`config.mk`:
```
export PLATFORM = sky130hd
export DESIGN_NAME = l2_arbiter_flat
export DESIGN_NICKNAME = d
export VERILOG_FILES = /design/src/rtl/l2_arbiter_if.sv /design/src/rtl/l2_arbiter.sv /design/src/flat_wrapper.sv
export SDC_FILE = /design/constraint.sdc
export NUM_CORES = 1
export LEC_CHECK = 0
export ABC_AREA = 0
export CAP_MARGIN = 20
export CORE_AREA = 4 4 270 272
export CTS_CLUSTER_SIZE = 40
export DETAILED_ROUTE_END_ITERATION = 16
export DIE_AREA = 0 0 274 276
export GPL_TIMING_DRIVEN = 0
export RECOVER_POWER = 25
export SETUP_SLACK_MARGIN = 0.05
export SKIP_LAST_GASP = 1
export SYNTH_ARGS = -nofsm -noshare
export SYNTH_HDL_FRONTEND = slang
export SYNTH_SLANG_ARGS = --single-unit
```
`constraint.sdc`:
```
create_clock -name clk -period 12.95 [get_ports clk]
set_input_delay 1.9425 -clock clk [delete_from_list [all_inputs] [get_ports clk]]
set_output_delay 1.9425 -clock clk [all_outputs]
set_load 0.02 [all_outputs]
```
`src/rtl/l2_arbiter_if.sv`:
```
// Bundles the I-cache, D-cache and L2 miss-port signals around l2_arbiter.
// The arbiter takes the slave view; the surrounding L1/L2 logic takes the master view.
interface l2_arbiter_if;
  logic         i_read;
  logic [15:0]  i_address;
  logic [127:0] i_rdata;
  logic         i_resp;

  logic         d_read;
  logic         d_write;
  logic [15:0]  d_address;
  logic [127:0] d_wdata;
  logic [127:0] d_rdata;
  logic         d_resp;

  logic         l2_read;
  logic         l2_write;
  logic [15:0]  mem_address;
  logic [127:0] l2_wdata;
  logic [127:0] l2_mem_rdata;
  logic         l2_resp;

  modport slave (
    input  i_read, i_address, d_read, d_write, d_address, d_wdata, l2_mem_rdata, l2_resp,
    output i_rdata, i_resp, d_rdata, d_resp, l2_read, l2_write, mem_address, l2_wdata
  );

  modport master (
    output i_read, i_address, d_read, d_write, d_address, d_wdata, l2_mem_rdata, l2_resp,
    input  i_rdata, i_resp, d_rdata, d_resp, l2_read, l2_write, mem_address, l2_wdata
  );
endinterface

```
`src/rtl/l2_arbiter.sv`:
```
// Merges the L1 I-cache and D-cache miss ports onto one L2 port. The winning request is
// latched on the grant edge and held until L2 responds; ties are round-robin or D-first.
module l2_arbiter #(
  parameter bit RR_EN = 1'b1
) (
  input logic         clk,
  input logic         reset,
  l2_arbiter_if.slave bus
);

  typedef enum logic [1:0] {StIdle, StServeI, StServeD, StRecover} state_e;

  state_e       state_q, state_d;
  logic         last_d_q, last_d_d;  // 1: D-cache held the most recent grant
  logic         l2_read_q, l2_read_d;
  logic         l2_write_q, l2_write_d;
  logic [15:0]  mem_address_q, mem_address_d;
  logic [127:0] l2_wdata_q, l2_wdata_d;

  logic i_req, d_req;
  logic grant_i, grant_d;

  assign i_req = bus.i_read;
  assign d_req = bus.d_read | bus.d_write;

  // Requests are only sampled in idle, so grants are zero everywhere else.
  always_comb begin
    grant_i = 1'b0;
    grant_d = 1'b0;
    if (state_q == StIdle) begin
      if (i_req && d_req) begin
        grant_d = RR_EN ? last_d_q == 1'b0 : 1'b1;
      end else begin
        grant_d = d_req;
      end
      grant_i = i_req & ~grant_d;
    end
  end

  always_comb begin
    state_d       = state_q;
    last_d_d      = last_d_q;
    l2_read_d     = l2_read_q;
    l2_write_d    = l2_write_q;
    mem_address_d = mem_address_q;
    l2_wdata_d    = l2_wdata_q;
    unique case (state_q)
      StIdle: begin
        if (grant_d) begin
          state_d       = StServeD;
          last_d_d      = 1'b1;
          mem_address_d = bus.d_address;
          // Write wins when the D-cache raises both read and write.
          l2_write_d    = bus.d_write;
          l2_read_d     = ~bus.d_write;
          if (bus.d_write) begin
            l2_wdata_d = bus.d_wdata;
          end
        end else if (grant_i) begin
          state_d       = StServeI;
          last_d_d      = 1'b0;
          mem_address_d = bus.i_address;
          l2_read_d     = 1'b1;
          l2_write_d    = 1'b0;
        end
      end
      StServeI, StServeD: begin
        if (bus.l2_resp) begin
          state_d    = StRecover;
          l2_read_d  = 1'b0;
          l2_write_d = 1'b0;
        end
      end
      StRecover: begin
        state_d = StIdle;
      end
      default: begin
        state_d    = StIdle;
        l2_read_d  = 1'b0;
        l2_write_d = 1'b0;
      end
    endcase
  end

  always_ff @(posedge clk or posedge reset) begin
    if (reset) begin
      state_q       <= StIdle;
      last_d_q      <= 1'b1;
      l2_read_q     <= 1'b0;
      l2_write_q    <= 1'b0;
      mem_address_q <= 16'h0000;
      l2_wdata_q    <= 128'h0;
    end else begin
      state_q       <= state_d;
      last_d_q      <= last_d_d;
      l2_read_q     <= l2_read_d;
      l2_write_q    <= l2_write_d;
      mem_address_q <= mem_address_d;
      l2_wdata_q    <= l2_wdata_d;
    end
  end

  assign bus.l2_read     = l2_read_q;
  assign bus.l2_write    = l2_write_q;
  assign bus.mem_address = mem_address_q;
  assign bus.l2_wdata    = l2_wdata_q;

  // Zero-latency completion: resp mirrors l2_resp while serving that port.
  assign bus.i_resp  = (state_q == StServeI) & bus.l2_resp;
  assign bus.d_resp  = (state_q == StServeD) & bus.l2_resp;
  assign bus.i_rdata = bus.l2_mem_rdata;
  assign bus.d_rdata = bus.l2_mem_rdata;

endmodule

```
`src/flat_wrapper.sv`:
```
// flat-port wrapper written by rule: the top's interface ports become plain ports
module l2_arbiter_flat 
#(
  parameter bit RR_EN = 1'b1
)
  (clk, reset, bus_i_read, bus_i_address, bus_d_read, bus_d_write, bus_d_address, bus_d_wdata, bus_l2_mem_rdata, bus_l2_resp, bus_i_rdata, bus_i_resp, bus_d_rdata, bus_d_resp, bus_l2_read, bus_l2_write, bus_mem_address, bus_l2_wdata);
  l2_arbiter_if bus_i ();
  input logic clk;
  input logic reset;
  input wire logic [$bits(bus_i.i_read)-1:0] bus_i_read;
  input wire logic [$bits(bus_i.i_address)-1:0] bus_i_address;
  input wire logic [$bits(bus_i.d_read)-1:0] bus_d_read;
  input wire logic [$bits(bus_i.d_write)-1:0] bus_d_write;
  input wire logic [$bits(bus_i.d_address)-1:0] bus_d_address;
  input wire logic [$bits(bus_i.d_wdata)-1:0] bus_d_wdata;
  input wire logic [$bits(bus_i.l2_mem_rdata)-1:0] bus_l2_mem_rdata;
  input wire logic [$bits(bus_i.l2_resp)-1:0] bus_l2_resp;
  output wire logic [$bits(bus_i.i_rdata)-1:0] bus_i_rdata;
  output wire logic [$bits(bus_i.i_resp)-1:0] bus_i_resp;
  output wire logic [$bits(bus_i.d_rdata)-1:0] bus_d_rdata;
  output wire logic [$bits(bus_i.d_resp)-1:0] bus_d_resp;
  output wire logic [$bits(bus_i.l2_read)-1:0] bus_l2_read;
  output wire logic [$bits(bus_i.l2_write)-1:0] bus_l2_write;
  output wire logic [$bits(bus_i.mem_address)-1:0] bus_mem_address;
  output wire logic [$bits(bus_i.l2_wdata)-1:0] bus_l2_wdata;
  assign bus_i.i_read = bus_i_read;
  assign bus_i.i_address = bus_i_address;
  assign bus_i.d_read = bus_d_read;
  assign bus_i.d_write = bus_d_write;
  assign bus_i.d_address = bus_d_address;
  assign bus_i.d_wdata = bus_d_wdata;
  assign bus_i.l2_mem_rdata = bus_l2_mem_rdata;
  assign bus_i.l2_resp = bus_l2_resp;
  assign bus_i_rdata = bus_i.i_rdata;
  assign bus_i_resp = bus_i.i_resp;
  assign bus_d_rdata = bus_i.d_rdata;
  assign bus_d_resp = bus_i.d_resp;
  assign bus_l2_read = bus_i.l2_read;
  assign bus_l2_write = bus_i.l2_write;
  assign bus_mem_address = bus_i.mem_address;
  assign bus_l2_wdata = bus_i.l2_wdata;
  l2_arbiter #(.RR_EN(RR_EN)) u_core (.clk(clk), .reset(reset), .bus(bus_i));
endmodule
```
==> flow_summary.html <==
<table>
<tr><th>Metric</th><th>Value</th></tr>
<tr><th colspan="2">Synthesis</th></tr>
<tr><td>Post-synthesis cell type count</td><td>24</td></tr>
<tr><td>Yosys warning total</td><td>0</td></tr>
<tr><td>Area share of the largest cell type after synthesis</td><td>47.8%</td></tr>
<tr><td>Flip-flop and latch count after synthesis</td><td>roughly 150</td></tr>
<tr><td>Post-Synthesis Cell Area</td><td>7750 µm²</td></tr>
<tr><td>Post-Synthesis Mean Instance Area</td><td>12.0 µm²</td></tr>
<tr><td>Largest area contributor in the synthesized netlist</td><td>dfrtp_1</td></tr>
<tr><td>Cell types occupying the most area after synthesis</td><td>dfrtp_1, buf_4, mux2_1, mux2_2, o31ai_1</td></tr>
<tr><td>Number of nets produced by synthesis</td><td>944</td></tr>
<tr><td>Proportion of synthesized chip area in sequential cells</td><td>roughly half</td></tr>
<tr><td>Post-Synthesis Cells</td><td>646</td></tr>
<tr><th colspan="2">Timing</th></tr>
<tr><td>Unrepaired setup endpoints after global routing</td><td>false</td></tr>
<tr><td>Aggregate negative setup slack</td><td>0 ps</td></tr>
<tr><td>Share of the clock period used by the worst path</td><td>about two fifths</td></tr>
<tr><td>Smallest setup slack after layout</td><td>approximately 8000 ps</td></tr>
<tr><td>Relative slew slack</td><td>-119%</td></tr>
<tr><td>Fin. Hold Viols</td><td>0</td></tr>
<tr><td>Final Setup Violations</td><td>0</td></tr>
<tr><td>Transition time at the pin with the least slew margin</td><td>3270 ps</td></tr>
<tr><td>Post-route clock skew</td><td>~16 ps</td></tr>
<tr><td>Fmax</td><td>195 MHz</td></tr>
<tr><td>Post-route minimum period</td><td>between 5000 and 6000 ps</td></tr>
<tr><td>Slew Limit Fails</td><td>71</td></tr>
<tr><th colspan="2">Routing</th></tr>
<tr><td>Starting DRC count in detailed routing</td><td>149</td></tr>
<tr><td>Post-route DRC</td><td>0</td></tr>
<tr><td>Post-Route WL</td><td>30.8 mm</td></tr>
<tr><td>Detailed-route vias per instance</td><td>roughly 3.0</td></tr>
<tr><td>Total via count after detailed routing</td><td>6703</td></tr>
<tr><td>Drt pass-1 iters</td><td>4</td></tr>
<tr><td>Detailed-route wire length per cell</td><td>~14 µm</td></tr>
<tr><td>DRT antenna net count</td><td>0</td></tr>
<tr><th colspan="2">Worst setup path</th></tr>
<tr><td>Required time of the critical path</td><td>11010 ps</td></tr>
<tr><td>Startpoint type of the worst setup path</td><td>input port</td></tr>
<tr><td>End point of the critical path</td><td>bus_i_resp</td></tr>
<tr><td>Worst reg2reg setup slack</td><td>10460 ps</td></tr>
<tr><td>Arrival time at the worst endpoint</td><td>3180 ps</td></tr>
<tr><td>Destination of the worst register-to-register timing path</td><td>u_core.bus.l2_wdata[102]$_DFFE_PP0P_</td></tr>
<tr><td>Startpoint of the worst-slack reg-to-reg timing path</td><td>u_core.state_q[1]$_DFFE_PP0P_</td></tr>
<tr><td>Worst setup EP type</td><td>primary output</td></tr>
<tr><td>Depth of the most critical reg-to-reg path</td><td>6</td></tr>
<tr><td>Crit Path Max Fanout</td><td>3</td></tr>
<tr><td>Worst setup path startpoint</td><td>bus_l2_resp</td></tr>
<tr><td>Worst Setup Path Type</td><td>in2out</td></tr>
<tr><th colspan="2">Placement</th></tr>
<tr><td>Buffers added on ports</td><td>569</td></tr>
<tr><td>Pre-CTS setup slack</td><td>7830 ps</td></tr>
<tr><td>Gp weighted congestion</td><td>~0.78</td></tr>
<tr><td>HPWL Detailed</td><td>25.7 mm</td></tr>
<tr><th colspan="2">CTS</th></tr>
<tr><td>Clock sink count</td><td>149</td></tr>
<tr><td>Hold-fix buffers, CTS</td><td>0</td></tr>
<tr><td>Largest buffer count on any clock path</td><td>2</td></tr>
<tr><td>Post-cts resize count</td><td>0</td></tr>
<tr><td>Insertion delay to the later sink of the worst-skew pair</td><td>480 ps</td></tr>
<tr><td>Cell at the root of the clock tree</td><td>clkbuf_16</td></tr>
<tr><td>CTS tree</td><td>built</td></tr>
<tr><td>Number of buffers added by the clock tree synthesis step</td><td>17</td></tr>
<tr><td>Clock-pin slew of the registers on the worst-case setup and hold paths</td><td>70 ps</td></tr>
<tr><td>Total number of H-tree levels</td><td>4</td></tr>
<tr><td>Number of post-CTS setup repair buffers</td><td>0</td></tr>
<tr><th colspan="2">Die</th></tr>
<tr><td>Chip height</td><td>approximately 280 µm</td></tr>
<tr><td>Die span in x</td><td>274 µm</td></tr>
<tr><td>Number of standard-cell rows in the floorplan</td><td>98</td></tr>
<tr><td>Number of top-level pins</td><td>698</td></tr>
<tr><td>Starting density of the core</td><td>between 10% and 20%</td></tr>
<tr><td>Core box area</td><td>70800 µm²</td></tr>
<tr><td>Die area</td><td>75600 µm²</td></tr>
<tr><th colspan="2">Global route</th></tr>
<tr><td>Wire length of the first global-routing pass</td><td>44.9 mm</td></tr>
<tr><td>Overall fraction of global-route tracks in use</td><td>7.90%</td></tr>
<tr><td>Number of antenna violations at the first check in global routing</td><td>1</td></tr>
<tr><td>Via count of the first global-routing pass</td><td>7370</td></tr>
<tr><td>GR Util met2</td><td>~15%</td></tr>
<tr><td>Met3 demand-to-capacity share in global routing</td><td>3.57%</td></tr>
<tr><td>Maximum number of pins on one net before global-route repair</td><td>80</td></tr>
<tr><td>Met1 track demand over resource</td><td>under 10%</td></tr>
<tr><td>Total congestion overflow</td><td>0</td></tr>
<tr><td>Most used routing layer</td><td>met2</td></tr>
<tr><th colspan="2">Layout</th></tr>
<tr><td>Antenna Cells</td><td>0</td></tr>
<tr><td>Layout cell share with drive strength beyond 1</td><td>a little over a quarter</td></tr>
<tr><td>Nets@finish</td><td>1533</td></tr>
<tr><td>Synthesis-to-layout area growth</td><td>96.7%</td></tr>
<tr><td>Filler Cell Count</td><td>7671</td></tr>
<tr><th colspan="2">Hold path</th></tr>
<tr><td>Path category of the worst min-delay check</td><td>reg2reg</td></tr>
<tr><td>Startpoint of the lowest-slack hold path</td><td>u_core.bus.mem_address[8]$_DFFE_PP0P_</td></tr>
<tr><th colspan="2">Flow run</th></tr>
<tr><td>Number of violations of the max-capacitance limit</td><td>1</td></tr>
<tr><th colspan="2">Power</th></tr>
<tr><td>Worst supply voltage drop on vdd</td><td>0.0860 mV</td></tr>
<tr><td>Lkg Pwr</td><td>6.36 nW</td></tr>
<tr><td>PwrDens</td><td>around 180 nW/µm²</td></tr>
<tr><th colspan="2">Outcome</th></tr>
<tr><td>Violated checks</td><td>capacitance limit, slew limit</td></tr>
<tr><td>Result of the run</td><td>finished with violations</td></tr>
</table>
## worst min path at each step
stage | endpoint | cells after the start | slack [ps]
after detailed placement | u_core.bus.mem_address[8]$_DFFE_PP0P_ | 2 | 470
after global placement | u_core.bus.mem_address[12]$_DFFE_PP0P_ | 2 | 460
after floorplan | u_core.state_q[0]$_DFFE_PP0P_ | 1 | 540
final | u_core.bus.mem_address[8]$_DFFE_PP0P_ | 2 | 480
after CTS | u_core.bus.mem_address[15]$_DFFE_PP0P_ | 2 | 480
after global routing | u_core.bus.l2_wdata[117]$_DFFE_PP0P_ | 1 | 500
## synth_stat cells
library cell,instances
dfstp_2,1
nor2_1,18
inv_1,3
nand3_1,1
o31ai_1,19
o2bb2ai_1,1
nand2_1,17
a21oi_1,17
o41ai_1,1
buf_4,257
and3_1,1
clkbuf_1,5
nor4b_2,1
nor2b_1,1
o41ai_2,1
buf_2,15
dfrtp_1,148
and2_1,2
mux2i_1,2
mux2_1,109
ha_1,4
a2bb2oi_2,1
mux2_2,20
a22o_1,1
## cell type report
type	count	area (µm²)	share of cell area, %
clock buffer	17	425	2.79
sequential	149	3730	24.5
timing repair buffer	570	5720	37.5
clock inverter	15	165	1.08
buffer	277	2020	13.2
inverter	3	12.5	0.0821
multi-input combinational	217	1980	13.0
tap	950	1190	7.80
## cells in the final DEF, fill, tap and decap left out, types with 2 or more instances in the layout
cell type and instances:
a21oi_1 17, and2_1 2, buf_2 12, buf_4 257, clkbuf_1 8, clkbuf_16 17
clkdlybuf4s50_1 565, clkinv_4 4, clkinvlp_4 2, dfrtp_1 148, dlygate4sd3_1 4, ha_1 4
inv_1 2, inv_6 4, inv_8 3, mux2_1 109, mux2_2 20, mux2i_1 2
nand2_1 17, nor2_1 18, o31ai_1 19
## critical path, cell delays in order
cell and delay (ps):
clkdlybuf4s50_1 490, and2_1 130, clkdlybuf4s50_1 620
## state kept, by name (all words and copies together), names as in the netlist
signal,flops
u_core.state_q,2
u_core.bus.l2_read,1
u_core.bus.l2_write,1
u_core.last_d_q,1
u_core.bus.mem_address,16
u_core.bus.l2_wdata,128
## routing by layer
metal	vias up	wire (µm)
li1	3090	-
met5	-	0
met1	3197	10500
met4	0	692
met2	380	16200
met3	36	3390
## power by group
| part | switching, mW | total [mW] | internal [mW] |
|---|---|---|---|
| Clock | 0.245 | 0.518 | 0.273 |
| Combinational | 0.703 | 1.44 | 0.734 |
| Sequential | 0.118 | 0.821 | 0.703 |
## per-stage QoR
step	utilization [%]	hold slack, ps	instances	instance area [µm²]	power (mW)
after floorplan	-	539	646	7750	1.53
after global placement	20.7	463	2165	14600	2.27
after detailed placement	20.7	467	2166	14700	2.30
after CTS	21.6	481	2198	15300	2.84
after global routing	21.5	497	2198	15200	2.95
final	21.5	477	2198	15200	2.78
## cells by family after synthesis
group	synth area share (%)
buffers and inverters	26.3
flip-flops	48.1
multiplexers	19.0
AO/OA/AOI/OAI	3.68
AND/OR/NAND/NOR	2.28
adder cells (fa/ha/maj)	0.646
No activity file was read; power rests on OpenSTA's default activity.
